## config.mk

```make
export PLATFORM = sky130hd
export DESIGN_NAME = regfile_bypass_flat
export DESIGN_NICKNAME = d
export VERILOG_FILES = /design/src/rtl/regfile_bypass_pkg.sv /design/src/rtl/regfile_bypass_if.sv /design/src/rtl/regfile_bypass_rport.sv /design/src/rtl/regfile_bypass.sv /design/src/flat_wrapper.sv
export SDC_FILE = /design/constraint.sdc
export NUM_CORES = 2
export LEC_CHECK = 0
export ABC_CLOCK_PERIOD_IN_PS = 7830
export BUFFER_PORTS_ARGS = -buffer_cell sky130_fd_sc_hd__clkbuf_2
export CAP_MARGIN = 20
export CORE_MARGIN = 2
export CORE_UTILIZATION = 34
export CTS_CLUSTER_DIAMETER = 40
export DETAILED_ROUTE_END_ITERATION = 12
export GPL_TIMING_DRIVEN = 0
export MAX_ROUTING_LAYER = met4
export PLACE_DENSITY_LB_ADDON = 0.08
export SYNTH_ARGS = -nofsm -noshare
export SYNTH_HDL_FRONTEND = slang
export SYNTH_SLANG_ARGS = --single-unit
```

## constraint.sdc

```tcl
create_clock -name clk -period 7.83 [get_ports clk]
set_clock_uncertainty 0.15 [all_clocks]
set_input_delay 1.1745 -clock clk [delete_from_list [all_inputs] [get_ports clk]]
set_output_delay 1.1745 -clock clk [all_outputs]
set_load 0.02 [all_outputs]
```

## src/rtl/regfile_bypass_pkg.sv

```systemverilog
// regfile_bypass_pkg: shared widths, zero-register address and counter limit
package regfile_bypass_pkg;
  localparam int DEF_DATA_W = 32;
  localparam int DEF_ADDR_W = 5;
  localparam int DEF_NREAD = 2;
  localparam int ZERO_REG = 0;
  localparam logic [31:0] WR_COUNT_MAX = 32'hFFFF_FFFF;
endpackage

```

## src/rtl/regfile_bypass_if.sv

```systemverilog
// regfile_bypass_if: read ports, pipeline write stages and hazard/status bundle
interface regfile_bypass_if import regfile_bypass_pkg::*; #(
  parameter int DATA_W = DEF_DATA_W,
  parameter int ADDR_W = DEF_ADDR_W,
  parameter int NREAD = DEF_NREAD
);
  logic [NREAD-1:0] re;
  logic [NREAD*ADDR_W-1:0] raddr;
  logic [NREAD*DATA_W-1:0] rdata;
  logic ex_we;
  logic [ADDR_W-1:0] ex_waddr;
  logic [DATA_W-1:0] ex_wdata;
  logic ex_is_load;
  logic mem_we;
  logic [ADDR_W-1:0] mem_waddr;
  logic [DATA_W-1:0] mem_wdata;
  logic wb_we;
  logic [ADDR_W-1:0] wb_waddr;
  logic [DATA_W-1:0] wb_wdata;
  logic stall_req;
  logic [NREAD-1:0] hazard_port;
  logic [31:0] wr_count;
  modport master (
    output re, raddr, ex_we, ex_waddr, ex_wdata, ex_is_load,
           mem_we, mem_waddr, mem_wdata, wb_we, wb_waddr, wb_wdata,
    input rdata, stall_req, hazard_port, wr_count
  );
  modport slave (
    input re, raddr, ex_we, ex_waddr, ex_wdata, ex_is_load,
          mem_we, mem_waddr, mem_wdata, wb_we, wb_waddr, wb_wdata,
    output rdata, stall_req, hazard_port, wr_count
  );
endinterface

```

## src/rtl/regfile_bypass_rport.sv

```systemverilog
// regfile_bypass_rport: one read port's forwarding mux and load-use detect
module regfile_bypass_rport import regfile_bypass_pkg::*; #(
  parameter int DATA_W = DEF_DATA_W,
  parameter int ADDR_W = DEF_ADDR_W
) (
  input logic re,
  input logic [ADDR_W-1:0] raddr,
  input logic [DATA_W-1:0] stored,
  input logic ex_we,
  input logic [ADDR_W-1:0] ex_waddr,
  input logic [DATA_W-1:0] ex_wdata,
  input logic ex_is_load,
  input logic mem_we,
  input logic [ADDR_W-1:0] mem_waddr,
  input logic [DATA_W-1:0] mem_wdata,
  input logic wb_we,
  input logic [ADDR_W-1:0] wb_waddr,
  input logic [DATA_W-1:0] wb_wdata,
  output logic [DATA_W-1:0] rdata,
  output logic hazard
);
  logic is_zero, ex_hit, mem_hit, wb_hit;
  always_comb begin
    is_zero = raddr == ADDR_W'(ZERO_REG);
    ex_hit = ex_we && ex_waddr == raddr;
    mem_hit = mem_we && mem_waddr == raddr;
    wb_hit = wb_we && wb_waddr == raddr;
    // youngest stage wins; WB hit gives same-cycle write-through
    rdata = is_zero ? '0 : ex_hit ? ex_wdata : mem_hit ? mem_wdata : wb_hit ? wb_wdata : stored;
    hazard = re && !is_zero && ex_hit && ex_is_load;
  end
endmodule

```

## src/rtl/regfile_bypass.sv

```systemverilog
// regfile_bypass: register file with EX/MEM/WB forwarding and load-use stall
module regfile_bypass import regfile_bypass_pkg::*; #(
  parameter int DATA_W = DEF_DATA_W,
  parameter int ADDR_W = DEF_ADDR_W,
  parameter int NREAD = DEF_NREAD
) (
  input logic clk,
  input logic resetn,
  regfile_bypass_if.slave bus
);
  localparam int DEPTH = 1 << ADDR_W;
  logic [DATA_W-1:0] regs [DEPTH];
  logic [31:0] wr_count;
  logic [NREAD-1:0] hazard;
  logic [NREAD*DATA_W-1:0] rdata;
  logic commit;
  assign commit = bus.wb_we && bus.wb_waddr != ADDR_W'(ZERO_REG);
  always_ff @(posedge clk) begin
    if (!resetn) begin
      for (int i = 0; i < DEPTH; i++) regs[i] <= '0;
      wr_count <= '0;
    end else if (commit) begin
      regs[bus.wb_waddr] <= bus.wb_wdata;
      wr_count <= wr_count == WR_COUNT_MAX ? wr_count : wr_count + 32'd1;
    end
  end
  for (genvar p = 0; p < NREAD; p++) begin : g_port
    regfile_bypass_rport #(.DATA_W(DATA_W), .ADDR_W(ADDR_W)) u_rport (
      .re(bus.re[p]),
      .raddr(bus.raddr[p*ADDR_W +: ADDR_W]),
      .stored(regs[bus.raddr[p*ADDR_W +: ADDR_W]]),
      .ex_we(bus.ex_we),
      .ex_waddr(bus.ex_waddr),
      .ex_wdata(bus.ex_wdata),
      .ex_is_load(bus.ex_is_load),
      .mem_we(bus.mem_we),
      .mem_waddr(bus.mem_waddr),
      .mem_wdata(bus.mem_wdata),
      .wb_we(bus.wb_we),
      .wb_waddr(bus.wb_waddr),
      .wb_wdata(bus.wb_wdata),
      .rdata(rdata[p*DATA_W +: DATA_W]),
      .hazard(hazard[p])
    );
  end
  assign bus.rdata = rdata;
  assign bus.hazard_port = hazard;
  assign bus.stall_req = |hazard;
  assign bus.wr_count = wr_count;
endmodule

```

## src/flat_wrapper.sv

```systemverilog
// flat-port wrapper written by rule: the top's interface ports become plain ports
module regfile_bypass_flat import regfile_bypass_pkg::*;
#(
  parameter int DATA_W = DEF_DATA_W,
  parameter int ADDR_W = DEF_ADDR_W,
  parameter int NREAD = DEF_NREAD
)
  (clk, resetn, bus_re, bus_raddr, bus_ex_we, bus_ex_waddr, bus_ex_wdata, bus_ex_is_load, bus_mem_we, bus_mem_waddr, bus_mem_wdata, bus_wb_we, bus_wb_waddr, bus_wb_wdata, bus_rdata, bus_stall_req, bus_hazard_port, bus_wr_count);
  regfile_bypass_if #(.DATA_W(DATA_W), .ADDR_W(ADDR_W), .NREAD(NREAD)) bus_i ();
  input logic clk;
  input logic resetn;
  input wire logic [$bits(bus_i.re)-1:0] bus_re;
  input wire logic [$bits(bus_i.raddr)-1:0] bus_raddr;
  input wire logic [$bits(bus_i.ex_we)-1:0] bus_ex_we;
  input wire logic [$bits(bus_i.ex_waddr)-1:0] bus_ex_waddr;
  input wire logic [$bits(bus_i.ex_wdata)-1:0] bus_ex_wdata;
  input wire logic [$bits(bus_i.ex_is_load)-1:0] bus_ex_is_load;
  input wire logic [$bits(bus_i.mem_we)-1:0] bus_mem_we;
  input wire logic [$bits(bus_i.mem_waddr)-1:0] bus_mem_waddr;
  input wire logic [$bits(bus_i.mem_wdata)-1:0] bus_mem_wdata;
  input wire logic [$bits(bus_i.wb_we)-1:0] bus_wb_we;
  input wire logic [$bits(bus_i.wb_waddr)-1:0] bus_wb_waddr;
  input wire logic [$bits(bus_i.wb_wdata)-1:0] bus_wb_wdata;
  output wire logic [$bits(bus_i.rdata)-1:0] bus_rdata;
  output wire logic [$bits(bus_i.stall_req)-1:0] bus_stall_req;
  output wire logic [$bits(bus_i.hazard_port)-1:0] bus_hazard_port;
  output wire logic [$bits(bus_i.wr_count)-1:0] bus_wr_count;
  assign bus_i.re = bus_re;
  assign bus_i.raddr = bus_raddr;
  assign bus_i.ex_we = bus_ex_we;
  assign bus_i.ex_waddr = bus_ex_waddr;
  assign bus_i.ex_wdata = bus_ex_wdata;
  assign bus_i.ex_is_load = bus_ex_is_load;
  assign bus_i.mem_we = bus_mem_we;
  assign bus_i.mem_waddr = bus_mem_waddr;
  assign bus_i.mem_wdata = bus_mem_wdata;
  assign bus_i.wb_we = bus_wb_we;
  assign bus_i.wb_waddr = bus_wb_waddr;
  assign bus_i.wb_wdata = bus_wb_wdata;
  assign bus_rdata = bus_i.rdata;
  assign bus_stall_req = bus_i.stall_req;
  assign bus_hazard_port = bus_i.hazard_port;
  assign bus_wr_count = bus_i.wr_count;
  regfile_bypass #(.DATA_W(DATA_W), .ADDR_W(ADDR_W), .NREAD(NREAD)) u_core (.clk(clk), .resetn(resetn), .bus(bus_i));
endmodule
```

==> flow_summary.json <==
{
  "syn2layout_area_growth_pct": 23.0,
  "drt-total-wl_mm": 337,
  "cts_resized": 0,
  "avgSynthCellArea_um2": 14.7,
  "ctsLongestPathBuffers": 3,
  "cp-start-kind": "input pin",
  "p_clk_frac": 0.497,
  "via_count": 44565,
  "relSlewSlack": 0.143,
  "clk_pin_slew_ps": 50,
  "fillCellCount": 15666,
  "fin_ws_ps": -21.8,
  "switching_power_w": 0.00526,
  "syn-cell-area_um2": 58300,
  "die_width_um": 418,
  "setup_viol": 1,
  "netlist.area_leader.share": 0.527,
  "grt_start_max_net_pins": 35,
  "detail_route.drc_violations": 0,
  "yosysSeqAreaShare": 0.538,
  "p_seq_frac": 0.361,
  "grt_first_pass_wirelength_mm": 433,
  "yosysTopAreaCell": "edfxtp_1",
  "rsz0062_at_grt": "no",
  "cts-root-buf": "clkbuf_16",
  "dr.pass1.iters": 7,
  "internal_power_w": 0.0133,
  "pre_cts_ws_ps": 393,
  "fmax_mhz": 127,
  "netSwitchingFraction": 0.284,
  "io_buffers": 214,
  "drive_gt1_frac": 0.313,
  "status": "finished with violations",
  "drtIter0Drc": 7591,
  "synth_edf_count": 1024,
  "p_comb_frac": 0.142,
  "place_hpwl_mm": 247,
  "final_net_count": 4657,
  "p_per_area_nw_per_um2": 258,
  "dp.cells": 6544,
  "critical_path_required_ps": 6510,
  "hold_class": "register to register",
  "p_leak_nw": 24.7,
  "yosysMostFrequentCell": "edfxtp_1",
  "fp.dieH_um": 418,
  "hold_violations": 0,
  "wire_per_inst_um": 48.5,
  "slew_viol_final": 0,
  "period_minus_slack_ps": 7850,
  "synthTopCellsByArea": "edfxtp_1, mux4_2, and2_1",
  "cts_buffers": 207,
  "ff2ff_setup_slack_ps": 5110,
  "period_share": 1.00,
  "hold_buffers": 0,
  "violations": "setup timing",
  "grt.overflow.total": 0,
  "critPathMaxFanout": 10,
  "initial_core_util": 0.341,
  "cts.sinks": 1056,
  "via_per_inst": 6.41,
  "insertion_delay_ps": 850,
  "grt_pass1_vias": 42566,
  "cts_tree": "built",
  "p_total_w": 0.0185,
  "synthArstFlopShare": 0,
  "drtAntennaViolNets": 0,
  "pin_count": 228,
  "fp.dieArea_um2": 175000,
  "maxCapViolCount": 0,
  "synth-seq-cells": 1056,
  "utilization": 0.420,
  "synthTopCellsByCount": "edfxtp_1, and2_1, mux4_2",
  "crit_type": "input pin to output pin",
  "place_congestion": 1.03,
  "endpoint_kind": "output pin",
  "yosys_warnings": 0,
  "antenna_found_initial": 59,
  "ys.flop_type": "edfxtp_1",
  "netlist_instances": 3973,
  "cp.arrival_ps": 6530,
  "post_cts_buffers": 0,
  "placementRows": 152,
  "synth.distinct_cells": 69,
  "worst_slew_pin_slew_ps": 1280,
  "peakVddDrop_mv": 0.241,
  "core_region_area_um2": 171000,
  "htreeDepth": 4,
  "track_usage": 0.395,
  "final_cells": 6956
}
sequential cells by signal, summed over array words and instances, names as in the netlist:
name                 flops
u_core.bus.wr_count     32
u_core.regs           1024
worst max-delay path, stage by stage:
cell      delay [ps]
buf_2            330
buf_2            700
buf_2            780
buf_2            810
nor2_1           400
clkbuf_1         530
clkbuf_1         630
a211oi_1         850
clkbuf_2         300
through the flow:
| step | TNS (ps) | hold slack (ps) | cell area, µm² |
|---|---|---|---|
| 5_1_grt | 0 | 371 | 71700 |
| 4_1_cts | 0 | 344 | 71600 |
| 3_5_place_dp | 0 | 336 | 64500 |
| 3_3_place_gp | -2492610 | 322 | 62300 |
| 2_1_floorplan | 0 | 400 | 58500 |
| 6_report | -21.8 | 341 | 71800 |
cell usage in the layout, fill, tap and decap left out, drive strengths merged, types with 10 or more instances in the layout:
master	synthesis	routed
conb	1	32
a211oi	25	25
mux2i	125	125
a2111oi	18	18
o21ai	79	79
or3	35	35
o211ai	13	13
nor2b	13	13
nor3	252	252
buf	169	266
xor2	22	22
o22ai	39	39
dfxtp	32	32
a21oi	45	45
o221ai	41	41
o32ai	13	13
and2	782	782
clkinvlp	0	23
and3	12	12
nand4	10	10
diode	0	18
clkbuf	274	721
bufinv	0	28
edfxtp	1024	1024
xnor2	34	34
mux4	539	539
inv	9	26
nand3	28	28
a221oi	19	19
clkinv	1	87
mux2	71	71
nor4	17	17
nor2	114	114
nand2	43	43
routing by layer:
metal  GRT usage  wire, µm  vias to the layer above
li1            -         -                    16811
met2       0.565    147000                     3316
met1       0.508    132000                    23713
met3       0.115     37400                      725
met4       0.202     21000                        0
met5           -         0                        -
power groups by stage:
stage	clock network, W	registers (W)	logic (W)
after floorplan	0	0.00672	0.00121
after global placement	0	0.00683	0.00240
after detailed placement	0	0.00677	0.00252
after CTS	0.00919	0.00667	0.00253
after global routing	0.00943	0.00670	0.00261
final	0.00919	0.00668	0.00264
cell families (layout without fill, tap and decap cells):
logic type	after synthesis	count (layout)	share of synthesized area
simple gates	1341	1341	0.133
flops	1056	1056	0.538
mux	735	735	0.244
buf+inv	453	1154	0.0373
compound gates	330	330	0.0397
xor+xnor	56	56	0.00841
fa+ha+maj	1	1	0.000214
other cells	1	50	0.0000643
final cells by class:
class / count / area, µm² / share of cell area
well taps: 2233 / 2790 / 0.0389
flip-flops and latches: 1056 / 31400 / 0.437
multi-input cells: 2495 / 25300 / 0.352
plain buffers: 443 / 2160 / 0.0301
clock inverters: 154 / 1710 / 0.0239
diodes: 18 / 45.0 / 0.000628
inverters: 10 / 37.5 / 0.000523
clock buffers: 233 / 5360 / 0.0747
repair buffers: 314 / 2990 / 0.0416
path summary, 6_finish.rpt:
path | startpoint | end | cells after the start
setup / recovery | bus_raddr[3] | bus_rdata[28] | 9
hold / removal | u_core.bus.wr_count[1]$_SDFFE_PN0P_ | u_core.bus.wr_count[1]$_SDFFE_PN0P_ | 2
setup reg to reg | u_core.bus.wr_count[0]$_SDFFE_PN0P_ | u_core.bus.wr_count[0]$_SDFFE_PN0P_ | 7
hold reg to reg | u_core.bus.wr_count[1]$_SDFFE_PN0P_ | u_core.bus.wr_count[1]$_SDFFE_PN0P_ | 2
(Power assumes the default switching activity.)
